===== src/rtl/store_buffer.sv =====
// In-order store buffer: holds ACU stores until the ROB retires them, then
// drains them to memory one write strobe at a time.
module store_buffer #(
  parameter int SB_DEPTH    = 4,
  parameter int XLEN        = 32,
  parameter int ROB_TAG_LEN = 6,
  parameter int PTR_LEN     = $clog2(SB_DEPTH)
) (
  input  logic                   clock,
  input  logic                   reset,
  input  logic                   alloc_enable,
  input  logic [XLEN-1:0]        alloc_address,
  input  logic [XLEN-1:0]        alloc_data,
  input  logic [1:0]             alloc_size,
  input  logic [ROB_TAG_LEN-1:0] alloc_rob_tag,
  input  logic                   commit_valid,
  input  logic [ROB_TAG_LEN-1:0] commit_rob_tag,
  input  logic                   squash,
  input  logic                   mem_busy,
  output logic                   full,
  output logic                   empty,
  output logic                   pending_stores,
  output logic                   write_mem,
  output logic [XLEN-1:0]        mem_address,
  output logic [XLEN-1:0]        mem_data,
  output logic [1:0]             mem_size
);

  localparam logic [PTR_LEN:0] DEPTH_CNT = (PTR_LEN+1)'(SB_DEPTH);

  logic [SB_DEPTH-1:0]    valid;
  logic [SB_DEPTH-1:0]    committed;
  logic [XLEN-1:0]        addr_q [SB_DEPTH];
  logic [XLEN-1:0]        data_q [SB_DEPTH];
  logic [1:0]             size_q [SB_DEPTH];
  logic [ROB_TAG_LEN-1:0] tag_q  [SB_DEPTH];

  logic [PTR_LEN-1:0] head;
  logic [PTR_LEN-1:0] tail;
  logic [PTR_LEN:0]   count;
  logic [PTR_LEN:0]   ncommit;

  logic               do_alloc;
  logic               do_commit;
  logic               do_drain;
  logic [PTR_LEN-1:0] commit_idx;
  logic [PTR_LEN:0]   alloc_inc;
  logic [PTR_LEN:0]   commit_inc;
  logic [PTR_LEN:0]   drain_dec;

  // Event decode; everything here depends only on registered state plus inputs.
  always_comb begin
    full           = (count == DEPTH_CNT);
    empty          = (count == {(PTR_LEN+1){1'b0}});
    pending_stores = !empty || write_mem;
    commit_idx     = head + ncommit[PTR_LEN-1:0];
    do_alloc       = alloc_enable && !full && !squash;
    do_commit      = commit_valid && !squash && (ncommit < count) &&
                     valid[commit_idx] && (tag_q[commit_idx] == commit_rob_tag);
    do_drain       = !write_mem && !mem_busy && (ncommit != {(PTR_LEN+1){1'b0}});
    alloc_inc      = {{PTR_LEN{1'b0}}, do_alloc};
    commit_inc     = {{PTR_LEN{1'b0}}, do_commit};
    drain_dec      = {{PTR_LEN{1'b0}}, do_drain};
  end

  // Entry storage, pointers, counters and the registered memory write port.
  always_ff @(posedge clock) begin
    if (!reset) begin
      valid       <= {SB_DEPTH{1'b0}};
      committed   <= {SB_DEPTH{1'b0}};
      head        <= {PTR_LEN{1'b0}};
      tail        <= {PTR_LEN{1'b0}};
      count       <= {(PTR_LEN+1){1'b0}};
      ncommit     <= {(PTR_LEN+1){1'b0}};
      write_mem   <= 1'b0;
      mem_address <= {XLEN{1'b0}};
      mem_data    <= {XLEN{1'b0}};
      mem_size    <= 2'b00;
      for (int i = 0; i < SB_DEPTH; i++) begin
        addr_q[i] <= {XLEN{1'b0}};
        data_q[i] <= {XLEN{1'b0}};
        size_q[i] <= 2'b00;
        tag_q[i]  <= {ROB_TAG_LEN{1'b0}};
      end
    end else begin
      write_mem <= do_drain;
      if (do_drain) begin
        mem_address     <= addr_q[head];
        mem_data        <= data_q[head];
        mem_size        <= size_q[head];
        valid[head]     <= 1'b0;
        committed[head] <= 1'b0;
        head            <= head + {{(PTR_LEN-1){1'b0}}, 1'b1};
      end else begin
        head <= head;
      end

      if (squash) begin
        // Only the committed prefix survives; a same-edge drain removes its head.
        for (int i = 0; i < SB_DEPTH; i++) begin
          if (!committed[i]) begin
            valid[i] <= 1'b0;
          end else begin
            valid[i] <= valid[i] && !(do_drain && (PTR_LEN'(i) == head));
          end
        end
        tail    <= head + ncommit[PTR_LEN-1:0];
        count   <= ncommit - drain_dec;
        ncommit <= ncommit - drain_dec;
      end else begin
        if (do_alloc) begin
          valid[tail]     <= 1'b1;
          committed[tail] <= 1'b0;
          addr_q[tail]    <= alloc_address;
          data_q[tail]    <= alloc_data;
          size_q[tail]    <= alloc_size;
          tag_q[tail]     <= alloc_rob_tag;
          tail            <= tail + {{(PTR_LEN-1){1'b0}}, 1'b1};
        end else begin
          tail <= tail;
        end
        if (do_commit) begin
          committed[commit_idx] <= 1'b1;
        end else begin
          committed[commit_idx] <= committed[commit_idx] && !(do_drain && (commit_idx == head));
        end
        count   <= count + alloc_inc - drain_dec;
        ncommit <= ncommit + commit_inc - drain_dec;
      end
    end
  end

endmodule


===== config.mk =====
export PLATFORM = sky130hd
export DESIGN_NAME = store_buffer
export DESIGN_NICKNAME = d
export VERILOG_FILES = /design/src/rtl/store_buffer.sv
export SDC_FILE = /design/constraint.sdc
export NUM_CORES = 1
export LEC_CHECK = 0
export ABC_AREA = 1
export ABC_CLOCK_PERIOD_IN_PS = 8200
export CAP_MARGIN = 20
export CORE_ASPECT_RATIO = 0.7
export CORE_MARGIN = 8
export CORE_UTILIZATION = 55
export DETAILED_ROUTE_END_ITERATION = 6
export PLACE_DENSITY = 0.8
export SLEW_MARGIN = 20
export SYNTH_ARGS = -nofsm -noshare
export SYNTH_HDL_FRONTEND = slang
export SYNTH_SLANG_ARGS = --single-unit

===== constraint.sdc =====
create_clock -name clock -period 8.2 [get_ports clock]
set_input_delay 1.23 -clock clock [delete_from_list [all_inputs] [get_ports clock]]
set_output_delay 1.23 -clock clock [all_outputs]
set_load 0.02 [all_outputs]

==> results_dict.tcl, run 1 <==
set metrics [dict create \
    outcome "finished, final reports clean" \
    cell_by_cell_trace_of_the_critical_path "buf_2, buf_4, clkinv_1, nor2_1, inv_4, nor2_1, nand2_4, nand2_4" \
    final_hold_viol_count 0 \
    netlist.top_cell.by_area "edfxtp_1" \
    post_dp_cell_area_mm2 0.0177 \
    cts.sink_count 373 \
    power.density_cell_area_mw_per_mm2 324 \
    cts_tree "built" \
    holdCritPathClass "reg2reg" \
    cts-buffers-inserted 37 \
    clock-skew-final_ns 0.0202 \
    route.detailed.drc 0 \
    setup_repair_after_global_routing_missed_its_margin "false" \
    rows 52 \
    dr.first_iter.drc_count 1334 \
    worstSetupEndpointType "register" \
    root_buffer "clkbuf_16" \
    path_buf_inv 4 \
    initial_standard_cell_utilization_of_the_core 0.557 \
    layout_commonest_cell "nor2_1" \
    commonest_cells_after_routing_fill_and_taps_aside "nor2_1 (495), edfxtp_1 (288), o21ai_0 (207), clkdlybuf4s50_1 (152), inv_1 (103)" \
    critPathRequiredTime_ns 8.34 \
    yosys.area.top_type_share 0.539 \
    chipWidth_um 220 \
    insertion_delay_ns 0.53 \
    slew_headroom 0.235 \
    slew_viol_final 0 \
    area_growth_syn_to_layout_pct 17.9 \
    register_area_mm2 0.0104 \
    std_cell_core_area_mm2 0.0288 \
    fill_cells 2154 \
    postSynthNetCount 1739 \
    post_cts_resize_count 0 \
    synthDistinctLibCells 31 \
    power.static_leakage_nw 7.26 \
    timing.final.crit_share 0.664 \
    synthCells 1636 \
    largest_net_degree_at_the_start_of_global_routing 116 \
    routed_via_count_divided_by_cell_count 5.68 \
    clk_transition_reported_paths_ns 0.06 \
    globalRouteOverflowTotal 0 \
    nets 1830 \
    synth.avg_cell_area_um2 9.81 \
    final_weighted_congestion_in_routability_driven_placement 0.809 \
    hold_ws_ns 0.520 \
    worstPathMaxFanout 83 \
    fin_crit_ns 5.44 \
    port-buffer-count 153 \
    postCtsSetupRepairBufs 0 \
    antenna_violating_nets_left 0 \
    fin_tns_setup_ns 0 \
    max_slew.worst_pin.slew_ns 1.15 \
    final_design_area_no_fill_mm2 0.0189 \
    area_taken_by_multi_input_logic_gates_mm2 0.00487 \
    via_count_of_the_first_global_routing_pass 11925 \
    final-setup-viol-count 0 \
    grt.total_usage 0.221 \
    dieHeight_um 159 \
    floorplan.die_area_mm2 0.0350 \
    critPathLaunchType "input port" \
    fmaxAchievable_ghz 0.184 \
    dp_hpwl_um 22500 \
    cpMaxStageDelayCell "nand2_4" \
    cts_hold_buf 0 \
    route.vias.total 12112 \
    min_from "valid[0]$_SDFF_PN0_" \
    worst-endpoint-arrival_ns 5.58 \
    design.portCount 154 \
    global_route_wire_length_before_repair_um 62300 \
    reg2reg_slack_ns 3.87 \
    vdd_ir_drop_max_uv 193 \
    ys_seq_elements 373 \
    hold-path-endpoint "valid[0]$_SDFF_PN0_" \
    grt_antenna_before_repair 0 \
    final_layout_size_suffix_gt1_frac 0.0541 \
    synth.cell_area_mm2 0.0160 \
    synth_seq_area_share 0.645 \
    synth.top_cells.by_area "edfxtp_1 (54%), nor2_1 (12%), dfxtp_1 (11%), o21ai_0 (6.5%), a31oi_1 (2.6%)" \
    synth.yosys.warnings 0 \
    drt_pass1_iterations 6 \
    avgRoutedWirePerCell_um 18.5 \
    worst-r2r-cell-count 9 \
    clk_path_buf_depth 3 \
    biggest_cell_delay_along_the_critical_path_ns 1.03 \
    critical_path.reg2reg.startpoint "count[2]$_SDFF_PN0_" \
    dp_cells 2066 \
    criticalPathCategory "in2reg" \
    report.power.total_mw 6.13 \
    cp_top_family "simple AND/OR/NAND/NOR gates" \
    drv_cap 0 \
    min_path_cells 2 \
    finish.cell_count_without_fillers 2133 \
    drt_wl_total_um 39400 \
    cts.htree.levels 2 \
    r2r-end "tag_q[1][0]$_SDFFCE_PN0P_" \
    antenna_cells 0 \
]
[state kept, by name, summed over array words and instances, names as in the netlist, 4 cells and up]
register	count
addr_q	128
committed	4
data_q	128
mem_address	32
mem_data	32
size_q	8
tag_q	24
valid	4
[Yosys cell counts]
cell type and count:
nand3_1 17, a21boi_1 3, buf_6 1, nand2_4 1, o31ai_1 1, edfxtp_1 288, clkinv_1 1, nor3_1 74
or2_2 3, xor2_1 2, nand3b_1 3, buf_2 29, nand3_4 2, a31oi_1 67, ha_1 17, fa_1 2
inv_1 104, xnor2_1 2, nand2_1 93, clkbuf_1 74, o21ai_0 208, dfxtp_1 85, o211ai_1 5, nand2_2 8
nand4_1 3, or2_1 1, a21oi_1 29, buf_1 6, a21boi_0 3, nor2_1 495, inv_2 9
[layer usage]
| metal | global-route usage | vias up | part of all wire |
|---|---|---|---|
| met5 | 0 | - | 0 |
| met4 | 0.0706 | 0 | 0.025 |
| met3 | 0.0463 | 76 | 0.094 |
| met2 | 0.359 | 560 | 0.48 |
| met1 | 0.293 | 5744 | 0.40 |
| li1 | - | 5732 | - |
[worst max-delay path by stage]
stage	start	to	cells past startpoint
after global routing	reset	tag_q[1][2]$_SDFFCE_PN0P_	8
final	reset	tag_q[1][0]$_SDFFCE_PN0P_	8
after CTS	reset	tag_q[1][2]$_SDFFCE_PN0P_	8
after detailed placement	reset	data_q[1][9]$_SDFFCE_PN0P_	8
after global placement	reset	data_q[1][6]$_SDFFCE_PN0P_	8
after floorplan	squash	addr_q[3][0]$_DFFE_PP_	3
[power by group]
group          switching (mW)  internal, mW
clock network           0.703         0.961
logic                    1.24         0.675
registers               0.224          2.33
total                    2.16          3.97
[worst reg2reg max path, stage by stage, from the launching register on]
cell	delay, ns
dfxtp_1	0.38
inv_2	0.05
nor3_1	0.32
inv_2	0.06
nand3_1	0.25
nor2_1	0.12
inv_4	0.65
nor2_1	0.26
nand2_4	0.78
nand2_4	0.84
[logic make-up (layout without fill, tap and decap cells)]
| group | Yosys count | count (layout) | synth area share |
|---|---|---|---|
| adder cells (fa/ha/maj) | 19 | 19 | 0.0158 |
| XOR/XNOR | 4 | 4 | 0.00218 |
| buffers and inverters | 224 | 343 | 0.0551 |
| AO/OA/AOI/OAI | 316 | 316 | 0.106 |
| AND/OR/NAND/NOR | 700 | 700 | 0.176 |
| flip-flops | 373 | 373 | 0.645 |
[final cells by class]
type / instances / area share
Multi-Input combinational cell: 1039 / 0.257
Clock inverter: 16 / 0.00728
Timing Repair Buffer: 162 / 0.0845
Inverter: 114 / 0.0230
Tap cell: 378 / 0.0250
Sequential cell: 373 / 0.548
Clock buffer: 51 / 0.0555
[metrics by stage]
stage,setup slack [ns],utilization
floorplan,0.765,-
global placement,2.40,0.615
detailed placement,2.32,0.615
CTS,2.86,0.656
global route,2.51,0.656
finish,2.76,0.656
Power figures use the tool's default switching activity.
==> run 2: changes to the inputs <==
ABC_CLOCK_PERIOD_IN_PS = 4700   (was 8200)
CORE_UTILIZATION = 52   (was 55)
PLACE_DENSITY = 0.79   (was 0.8)
clock period = 4.7 ns   (was 8.2 ns; I/O delays follow)
==> run 2 against run 1 <==
  * Combinational power grew 84%
  * Cell count grew 2.3%
  * Die area increased by 5.3%
  * Routed wire length increased by 2.9%
  * Sequential share of layout area down 0.70 points
  * Count of clock-buffer cells in the layout fell by 7
  * Via count down 0.31%
  * Register-to-register slack lost 2.5 ns
  * Worst hold slack got worse by 0.015 ns
  * Critical path type unchanged
  * Critical endpoint is now data_q[1][10]$_SDFFCE_PN0P_
  * Largest power group unchanged
==> results_dict.tcl, run 2 (synthesis results as in run 1) <==
set metrics [dict create \
    root_buffer "clkbuf_16" \
    vdd_ir_drop_max_uv 279 \
    postCtsSetupRepairBufs 0 \
    drt_pass1_iterations 6 \
    global_route_wire_length_before_repair_um 63300 \
    worstPathMaxFanout 72 \
    max_slew.worst_pin.slew_ns 1.08 \
    final_hold_viol_count 0 \
    antenna_violating_nets_left 0 \
    grt.total_usage 0.217 \
    floorplan.die_area_mm2 0.0368 \
    post-place-ws_ns 0.750 \
    layout_commonest_cell "nor2_1" \
    cts.sink_count 373 \
    cts_tree "built" \
    timing.final.crit_share 0.734 \
    slew_viol_final 0 \
    nets 1843 \
    report.power.total_mw 10.8 \
    port-buffer-count 153 \
    setup_repair_after_global_routing_missed_its_margin "false" \
    commonest_cells_after_routing_fill_and_taps_aside "nor2_1 (495), edfxtp_1 (288), o21ai_0 (207), clkdlybuf4s50_1 (152), inv_1 (103)" \
    rows 53 \
    finish.utilization 0.635 \
    register_area_mm2 0.0104 \
    area_taken_by_multi_input_logic_gates_mm2 0.00487 \
    final-setup-viol-count 0 \
    dp_hpwl_um 23200 \
    grt_antenna_before_repair 0 \
    via_count_of_the_first_global_routing_pass 11697 \
    power.density_cell_area_mw_per_mm2 563 \
    fill_cells 2314 \
    route.detailed.drc 0 \
    fin_tns_setup_ns 0 \
    area_growth_syn_to_layout_pct 19.4 \
    cts-buffers-inserted 37 \
    worst-endpoint-arrival_ns 3.68 \
    routed_via_count_divided_by_cell_count 5.54 \
    holdCritPathClass "reg2reg" \
    fmaxAchievable_ghz 0.290 \
    insertion_delay_ns 0.53 \
    power.static_leakage_nw 7.36 \
    globalRouteOverflowTotal 0 \
    drv_cap 0 \
    drt_wl_total_um 40500 \
    dr.first_iter.drc_count 1486 \
    avgRoutedWirePerCell_um 18.6 \
    slew_headroom 0.280 \
    critPathLaunchType "input port" \
    cts.htree.levels 2 \
    antenna_cells 0 \
    fin_crit_ns 3.45 \
    clock-skew-final_ns 0.0128 \
    post_cts_resize_count 0 \
    route.vias.total 12074 \
    cts_hold_buf 0 \
    clk_path_buf_depth 3 \
    largestRegisters "addr_q (128), data_q (128)" \
    chipWidth_um 226 \
    design.portCount 154 \
    criticalPathCategory "in2reg" \
    final_layout_size_suffix_gt1_frac 0.0633 \
    outcome "finished, final reports clean" \
    clk_transition_reported_paths_ns 0.06 \
    critPathRequiredTime_ns 4.93 \
    postLayoutSetupSlackWorst_ns 1.25 \
    final_weighted_congestion_in_routability_driven_placement 0.880 \
    largest_net_degree_at_the_start_of_global_routing 103 \
    dieHeight_um 163 \
    worstSetupEndpointType "register" \
    initial_standard_cell_utilization_of_the_core 0.532 \
    std_cell_core_area_mm2 0.0302 \
]
[run 2: cell count changes in the layout (fill, tap and decap cells not counted), sizes merged]
cell and change:
buf +13, clkbuf -7, clkinv +5, inv +2, bufinv +1
[run 2: report_power, final]
| part | switching, mW | internal [mW] |
|---|---|---|
| registers | 0.276 | 4.07 |
| logic | 2.31 | 1.21 |
| clock network | 1.25 | 1.67 |
[run 2: per-layer routing]
metal / part of all wire / GRT usage / vias to the layer above
li1: - / - / 5752
met1: 0.42 / 0.294 / 5776
met2: 0.47 / 0.350 / 478
met3: 0.088 / 0.0480 / 68
met4: 0.019 / 0.0575 / 0
met5: 0 / 0 / -
[run 2: stage by stage]
step	hold slack [ns]	cell area, µm²	std cells
after CTS	0.510	19200	2181
after detailed placement	0.500	18000	2113
after floorplan	0.470	16100	1636
final	0.505	19200	2181
after global placement	0.495	18000	2113
after global routing	0.536	19200	2181
[run 2: worst max-delay path, stage by stage]
cell and delay, ns:
clkdlybuf4s50_1 0.72, inv_1 0.33, nand3_1 0.37, nor2_1 0.12
inv_4 0.28, nor2_1 0.17, nand2_4 0.10, buf_4 0.70
nor2_1 0.11
[run 2: cell type report]
type,count,share of cell area
flip-flops and latches,373,0.541
multi-input cells,1039,0.254
inverters,114,0.0227
repair buffers,175,0.0929
clock inverters,24,0.0117
well taps,412,0.0269
clock buffers,44,0.0513
[run 2: final timing paths]
kind | startpoint | endpoint | slack (ns) | depth (start not counted)
worst max register to register | head[0]$_SDFFE_PN0P_ | ncommit[2]$_SDFF_PN0_ | 1.33 | 17
worst min register to register | valid[3]$_SDFF_PN0_ | valid[3]$_SDFF_PN0_ | 0.51 | 2
worst min-delay path | valid[3]$_SDFF_PN0_ | valid[3]$_SDFF_PN0_ | 0.51 | 2
worst max-delay path | squash | data_q[1][10]$_SDFFCE_PN0P_ | 1.25 | 9
